===== src/rtl/pc_fetch_pkg.sv =====
// ---------------------------------------------------------------------------
// pc_fetch_pkg
// Shared types and constants for the program-counter / instruction-fetch
// stage: the fetch FSM state encoding, the canonical RISC-V NOP encoding and
// the default reset PC and sequential increment.
// ---------------------------------------------------------------------------
package pc_fetch_pkg;

    typedef enum logic [1:0] {
        IDLE     = 2'd0,
        REQ      = 2'd1,
        WAIT_RSP = 2'd2
    } fetch_state_t;

    localparam logic [31:0] RV_NOP           = 32'h0000_0013;
    localparam logic [31:0] DEFAULT_RESET_PC = 32'h0000_0000;
    localparam int          DEFAULT_PC_INC   = 4;

endpackage


===== src/rtl/pc_fetch_unit_fetch_buffer.sv =====
// ---------------------------------------------------------------------------
// fetch_buffer
// One-entry valid/ready holding register for {instr, instr_pc} toward decode.
// Ports:
//   clk, rst        clock, synchronous active-high reset
//   clear           drop the held entry (redirect); wins over load and pop
//   load            capture load_instr/load_pc (only asserted when empty)
//   load_instr/pc   word and its PC coming back from instruction memory
//   out_valid       entry held
//   out_ready       consumer accepts the entry this cycle
//   out_instr/pc    held word and PC; stable while out_valid & !out_ready
// ---------------------------------------------------------------------------
module fetch_buffer
    import pc_fetch_pkg::*;
#(
    parameter int DATA_WIDTH = 32
) (
    input  logic                  clk,
    input  logic                  rst,
    input  logic                  clear,
    input  logic                  load,
    input  logic [DATA_WIDTH-1:0] load_instr,
    input  logic [DATA_WIDTH-1:0] load_pc,
    output logic                  out_valid,
    input  logic                  out_ready,
    output logic [DATA_WIDTH-1:0] out_instr,
    output logic [DATA_WIDTH-1:0] out_pc
);

    // Data registers are reset as well so decode sees zeros, not X, after rst.
    always_ff @(posedge clk) begin
        if (rst) begin
            out_valid <= 1'b0;
            out_instr <= '0;
            out_pc    <= '0;
        end else if (clear) begin
            out_valid <= 1'b0;
        end else if (load) begin
            out_valid <= 1'b1;
            out_instr <= load_instr;
            out_pc    <= load_pc;
        end else if (out_valid && out_ready) begin
            out_valid <= 1'b0;
        end
    end

endmodule


===== src/rtl/pc_fetch_unit.sv =====
// ---------------------------------------------------------------------------
// pc_fetch_unit
// Program counter and instruction fetch. Keeps at most one imem request in
// flight, buffers the returned word for decode, and on a taken jump/branch
// reloads the PC, squashes any wrong-path word and pulses flush.
// Ports:
//   clk, rst                  clock, synchronous active-high reset
//   branchN, isBranch, isJump redirect qualifiers from EX / comparator
//   branchTarget              redirect target (low two bits ignored)
//   imem_req_valid/ready      fetch request handshake, imem_addr = pc
//   imem_rsp_valid/data       returned instruction word (no backpressure)
//   instr_valid/ready         decode handshake for instr / instr_pc
//   flush                     kill younger stages (same cycle as redirect)
// ---------------------------------------------------------------------------
module pc_fetch_unit
    import pc_fetch_pkg::*;
#(
    parameter int                    DATA_WIDTH = 32,
    parameter logic [DATA_WIDTH-1:0] RESET_PC   = DATA_WIDTH'(DEFAULT_RESET_PC),
    parameter int                    PC_INC     = DEFAULT_PC_INC
) (
    input  logic                  clk,
    input  logic                  rst,
    input  logic                  branchN,
    input  logic                  isBranch,
    input  logic                  isJump,
    input  logic [DATA_WIDTH-1:0] branchTarget,
    output logic                  imem_req_valid,
    input  logic                  imem_req_ready,
    output logic [DATA_WIDTH-1:0] imem_addr,
    input  logic                  imem_rsp_valid,
    input  logic [DATA_WIDTH-1:0] imem_rsp_data,
    output logic                  instr_valid,
    input  logic                  instr_ready,
    output logic [DATA_WIDTH-1:0] instr,
    output logic [DATA_WIDTH-1:0] instr_pc,
    output logic                  flush
);

    fetch_state_t          state;
    logic [DATA_WIDTH-1:0] pc;
    logic [DATA_WIDTH-1:0] req_pc;
    logic                  squash;

    logic take;
    logic req_fire;
    logic rsp_fire;
    logic buf_load;

    // Redirect targets are forced onto a word boundary.
    function automatic logic [DATA_WIDTH-1:0] word_align(input logic [DATA_WIDTH-1:0] a);
        return a & ~DATA_WIDTH'(3);
    endfunction

    function automatic logic [DATA_WIDTH-1:0] next_seq_pc(input logic [DATA_WIDTH-1:0] a);
        return a + DATA_WIDTH'(PC_INC);
    endfunction

    assign take  = isJump | (isBranch & branchN);
    assign flush = take;

    // A new request is only issued when the buffer will have room for its
    // response; together with the single outstanding request this guarantees
    // the buffer is empty whenever a response lands.
    assign imem_req_valid = (state == REQ) && (!instr_valid || instr_ready);
    assign imem_addr      = pc;
    assign req_fire       = imem_req_valid && imem_req_ready;

    // Responses outside WAIT_RSP (e.g. a stale one just after rst) are ignored.
    assign rsp_fire = (state == WAIT_RSP) && imem_rsp_valid;
    assign buf_load = rsp_fire && !squash && !take;

    always_ff @(posedge clk) begin
        if (rst) begin
            state  <= IDLE;
            pc     <= RESET_PC;
            req_pc <= '0;
            squash <= 1'b0;
        end else if (take) begin
            pc <= word_align(branchTarget);
            case (state)
                IDLE: state <= REQ;
                REQ: begin
                    // The request leaving now is wrong-path; kill its response.
                    if (req_fire) begin
                        req_pc <= pc;
                        state  <= WAIT_RSP;
                        squash <= 1'b1;
                    end
                end
                WAIT_RSP: begin
                    if (rsp_fire) begin
                        state  <= REQ;
                        squash <= 1'b0;
                    end else begin
                        squash <= 1'b1;
                    end
                end
                default: state <= IDLE;
            endcase
        end else begin
            case (state)
                IDLE: state <= REQ;
                REQ: begin
                    if (req_fire) begin
                        req_pc <= pc;
                        pc     <= next_seq_pc(pc);
                        state  <= WAIT_RSP;
                    end
                end
                WAIT_RSP: begin
                    if (rsp_fire) begin
                        state  <= REQ;
                        squash <= 1'b0;
                    end
                end
                default: state <= IDLE;
            endcase
        end
    end

    fetch_buffer #(
        .DATA_WIDTH(DATA_WIDTH)
    ) u_buf (
        .clk       (clk),
        .rst       (rst),
        .clear     (take),
        .load      (buf_load),
        .load_instr(imem_rsp_data),
        .load_pc   (req_pc),
        .out_valid (instr_valid),
        .out_ready (instr_ready),
        .out_instr (instr),
        .out_pc    (instr_pc)
    );

endmodule


===== config.mk =====
export PLATFORM = sky130hd
export DESIGN_NAME = pc_fetch_unit
export DESIGN_NICKNAME = d
export VERILOG_FILES = /design/src/rtl/pc_fetch_pkg.sv /design/src/rtl/pc_fetch_unit_fetch_buffer.sv /design/src/rtl/pc_fetch_unit.sv
export SDC_FILE = /design/constraint.sdc
export NUM_CORES = 1
export LEC_CHECK = 0
export CORE_MARGIN = 1.5
export CORE_UTILIZATION = 41
export DETAILED_ROUTE_END_ITERATION = 7
export GPL_TIMING_DRIVEN = 0
export HOLD_SLACK_MARGIN = 0.06
export PLACE_DENSITY_LB_ADDON = 0.12
export SLEW_MARGIN = 20
export SYNTH_ARGS = -nofsm -noshare
export SYNTH_HDL_FRONTEND = slang
export SYNTH_SLANG_ARGS = --single-unit

===== constraint.sdc =====
create_clock -name clk -period 2.38 [get_ports clk]
set_input_delay 0.476 -clock clk [delete_from_list [all_inputs] [get_ports clk]]
set_output_delay 0.476 -clock clk [all_outputs]
set_load 0.005 [all_outputs]

Word level (Yosys, flattened, before mapping)
Index checks and enable logic that the tools add are counted.

Output and inout port bits: 99. Bits in registers: 132. Word-level logic and storage cells: 54.

Add/sub/neg operators: 1. Bitwise operators: 3. Muxes and demuxes: 14. Eq/ne operators: 5. Reduce and logical (&&, ||, !) cells: 23.

Operators by type and width (number): 2-to-1 mux 32 bit (3); adder 32 x 3 -> 32 bit, second input constant (1); nonzero test 2 bit (6); AND reduction 2 bit (4); 2-to-1 mux 1 bit (7); logical AND 1 bit (6); case mux 2 bit (3 select lines) (1); 2-to-1 mux 2 bit (2); != test 2 bit, second input constant (2); AND reduction 4 bit (1); logical NOT 1 bit (3); != test 3 bit, second input constant (1); equality test 2 x 1 -> 1 bit, second input constant (1); equality test 2 bit, second input constant (1); logical NOT 2 bit (1); case mux 1 bit (2 select lines) (1); OR reduction 2 bit (1); bitwise AND 1 bit (1); logical OR 1 bit (1); NOT 1 bit (1); bitwise OR 1 bit (1).

Depth between registers and ports, before layout
Gate-level depths: netlist of the first run.

Depth after elaboration: 7. Gate-level depth with buffers: 7. Mapped depth without buffers: 6.

By module
A second synthesis of the first run with hierarchy kept.

Cells, all modules: 660. Area, all modules: 6079.6 um^2.

Modules (own cells, without submodules): fetch_buffer (times used 1, area each 3083.0 um^2, sequential area each 1301.2 um^2, cells an instance 296); pc_fetch_unit (times used 1, area each 2996.6 um^2, sequential area each 1261.2 um^2, cells an instance 364).

Worst setup path after synthesis of the first run
OpenSTA, ideal clock, no wires.

Path kind: reg-to-reg. Start: register pc[2] (netlist: imem_addr[2]). End: register pc[27] (netlist: imem_addr[27]). Cell stages (with the launch flop): 8. Path buffers: 2. Setup time: 0.091 ns. Path slack: 0.086 ns. Period minus slack after synthesis: 2.294 ns. Data arrival time: 2.203 ns. Cell sequence: dfxtp_1 -> nand2_2 -> or3_1 -> buf_6 -> or3_4 -> buf_6 -> or4_1 -> a311oi_1.

Longest elaborated chain between the ends: 4.

RTL lines: from (decl) (RTL line pc_fetch_unit.sv:41) `logic [DATA_WIDTH-1:0] pc;`; from (signal assigned) (RTL line pc_fetch_unit.sv:80) `pc <= word_align(branchTarget);`; from (signal assigned) (RTL line pc_fetch_unit.sv:107) `pc <= next_seq_pc(pc);`; adder 32 x 3 -> 32 bit (RTL line pc_fetch_unit.sv:56) `return a + DATA_WIDTH'(PC_INC);`; 2-to-1 mux 32 bit (RTL line pc_fetch_unit.sv:105) `if (req_fire) begin`; 2-to-1 mux 32 bit (RTL line pc_fetch_unit.sv:102) `case (state)`; 2-to-1 mux 32 bit (RTL line pc_fetch_unit.sv:79) `end else if (take) begin`.

No other way between the ends. The select of a mux whose other input is x is not followed. A chain may end at the register's enable or synchronous reset.

Worst setup path after layout of the first run
Start: register pc[2] (netlist: imem_addr[2]). End: register pc[29] (netlist: imem_addr[29]).

The elaborated chain is that of the path after synthesis.

==> reports/qor.yml, run 1 <==
outcome: "complete, no violations"
n_fill_cell: 1072
wl_per_cell_um: 15.3
netlist_instances: 634
drive_gt1_frac: 0.0740
grt_antenna_before_repair: 0
pre_cts_ws_ps: -900
clockRootBuffer: "clkbuf_16"
synth_ff_type: "dfxtp_1"
drt_iter0_markers: 272
crit_path_max_fanout: 9
nets: 898
peakVddDrop_mv: 0.348
synth_edf_count: 0
dr.pass1.iters: 4
cellPowerDensity_mw_per_mm2: 703
drv_slew: 0
grtUsageTotal: 0.236
die_w_um: 114
slew_headroom: 0.606
hold_path.class: "reg -> reg"
end_kind: "flop"
grt_pass1_vias: 4757
fin_crit_ps: 2310
clk_pin_slew_worst_paths_ps: 60
antennaDiodeCount: 0
synthMuxAreaShare: 0
grt-ovfl-total: 0
crit_path_start_kind: "flop"
ys_warn_count: 0
grt_pass1_wl_mm: 23.5
clock_latency_ps: 410
syn2layout_area_growth_pct: 50.4
portBuffers: 163
maxCapViolations: 0
ys_ff_latch: 126
grt_max_degree: 17
hold_viol: 0
core_area_mm2: 0.0120
clockBufferDepth: 2
io_pins: 171
finalCritPeriodShare: 0.970
clock_skew_ps: 5.85
power.total_mw: 5.30
vias_per_cell: 5.12
leakagePower_nw: 2.51
avgSynthCellArea_um2: 7.90
ys_types: 38
critPathKind: "reg -> reg"
syn-cell-area_mm2: 0.00501
wl_mm: 15.0
dp_hpwl_mm: 11.1
rows: 40
ant_nets: 0
synthAdderAreaFrac: 0.00250
die_h_um: 114
cts_hold_buf: 0
setup_viol: 0
h-tree-depth: 4
dr_total_vias: 5043
synthArstFlopShare: 0
rsz0062_at_grt: "false"
gp_congestion: 0.820
fin_ws_ps: 70.5
start_util: 0.419
synth_top_family_by_area: "simple AND/OR/NAND/NOR gates"
die_area_mm2: 0.0129
tightestPinTransition_ps: 591
cts.sinks: 126
synth-compound-area-share: 0.155
final_util: 0.630
ys_seq_area_frac: 0.503
route.detailed.drc: 0
cts_tree: "yes"
postPlaceCellArea_mm2: 0.00684
synth-simple-area-share: 0.250
worst_ep_arrival_time_ps: 2630
numCtsBuffers: 17
synth_xor_area_frac: 0.0402
design_area_mm2: 0.00754
cp.required_ps: 2700
max_freq_mhz: 433
[critical path, stage by stage, from the launching register on]
cell and delay, ps:
dfxtp_4 380, nand2_2 70, or3_4 370, buf_6 140, or3_4 450, or4_1 540
a311oi_2 270
[final cells by class]
cell class / instances / area, µm² / share of cell area
clock inverter: 6 / 80.1 / 0.0106
buffer: 48 / 211 / 0.0280
clock buffer: 26 / 509 / 0.0676
multi-input combinational: 454 / 2300 / 0.305
sequential: 126 / 2540 / 0.337
tap: 147 / 184 / 0.0244
timing repair buffer: 170 / 1680 / 0.223
inverter: 8 / 30.0 / 0.00398
[sequential cells by signal, indices dropped and copies added, names as in the netlist]
| register | flops |
|---|---|
| squash | 1 |
| imem_addr | 30 |
| u_buf.out_pc | 30 |
| req_pc | 30 |
| state | 2 |
| u_buf.out_valid | 1 |
| u_buf.out_instr | 32 |
[report_power, final]
part	total, mW	internal (mW)	switching (mW)
Sequential	2.26	2.18	0.0796
Combinational	0.482	0.268	0.214
Clock	2.56	1.67	0.885
[Yosys cell counts, types with 3 or more instances]
cell type,count,area (µm²)
nor3_1,4,20.0
nor2b_1,3,18.8
or3_1,4,25.0
nand4_1,8,50.1
a311oi_1,7,61.3
nor4_1,12,75.1
buf_4,4,30.0
xor2_1,4,35.0
nand3_1,9,45.0
nand2_1,198,743
o31ai_1,5,37.5
xnor2_1,19,166
and3_1,4,25.0
or4_1,5,37.5
inv_1,8,30.0
clkbuf_1,40,150
dfxtp_1,126,2520
a21oi_1,95,475
a211oi_1,23,173
nor2_1,34,128
[final timing paths]
kind                             start                      endpoint  slack (ps)  depth (start not counted)
max          imem_addr[2]$_SDFFE_PP0P_    imem_addr[29]$_SDFFE_PP0P_          70                          6
min             req_pc[8]$_SDFFE_PP0P_  u_buf.out_pc[8]$_SDFFE_PP0P_         450                          2
min reg2reg     req_pc[8]$_SDFFE_PP0P_  u_buf.out_pc[8]$_SDFFE_PP0P_         450                          2
max reg2reg  imem_addr[2]$_SDFFE_PP0P_    imem_addr[29]$_SDFFE_PP0P_          70                          6
[cell families (layout without fill, tap and decap cells)]
kind of cell | count (synthesis) | after routing
simple gates | 292 | 292
compound gates | 134 | 134
flops | 126 | 126
buf+inv | 57 | 258
xor+xnor | 23 | 23
fa+ha+maj | 1 | 1
other cells | 1 | 4
[layer usage]
layer	wire length, µm	vias up	GRT usage
li1	-	2515	-
met2	7310	160	0.392
met4	338	0	0.0925
met3	903	23	0.0600
met5	0	-	0
met1	6480	2345	0.293
[per-stage QoR]
step / TNS (ps) / hold WS [ps] / std cells
after global placement: -71480 / 438 / 947
final: 0 / 449 / 985
after detailed placement: -72550 / 444 / 947
after CTS: 0 / 452 / 981
after floorplan: 0 / 432 / 637
after global routing: 0 / 462 / 985
[cell usage in the layout, fill, tap and decap left out, drive strengths merged, types with 4 or more instances in the layout]
cell type | netlist | final
a211oi | 23 | 23
a21oi | 95 | 95
a311oi | 7 | 7
and3 | 4 | 4
buf | 9 | 15
clkbuf | 40 | 66
clkdlybuf4s50 | 0 | 163
clkinv | 0 | 4
conb | 1 | 4
dfxtp | 126 | 126
inv | 8 | 8
nand2 | 199 | 199
nand3 | 9 | 9
nand4 | 8 | 8
nor2 | 34 | 34
nor3 | 4 | 4
nor4 | 12 | 12
o31ai | 5 | 5
or3 | 5 | 5
or4 | 5 | 5
xnor2 | 19 | 19
xor2 | 4 | 4
[timing repair]
| action | CTS | global route |
|---|---|---|
| setup endpoints to repair | 101 | 28 |
| resized for setup | 13 | 15 |
| setup buffers | 2 | 5 |
| pin swaps | 0 | 2 |
Power figures use the tool's default switching activity.
==> run 2, diff against run 1 <==
SKIP_LAST_GASP = 1   (was not set)
==> results of run 2 <==
The final DEF is identical to that of run 1; final timing and power are the same.
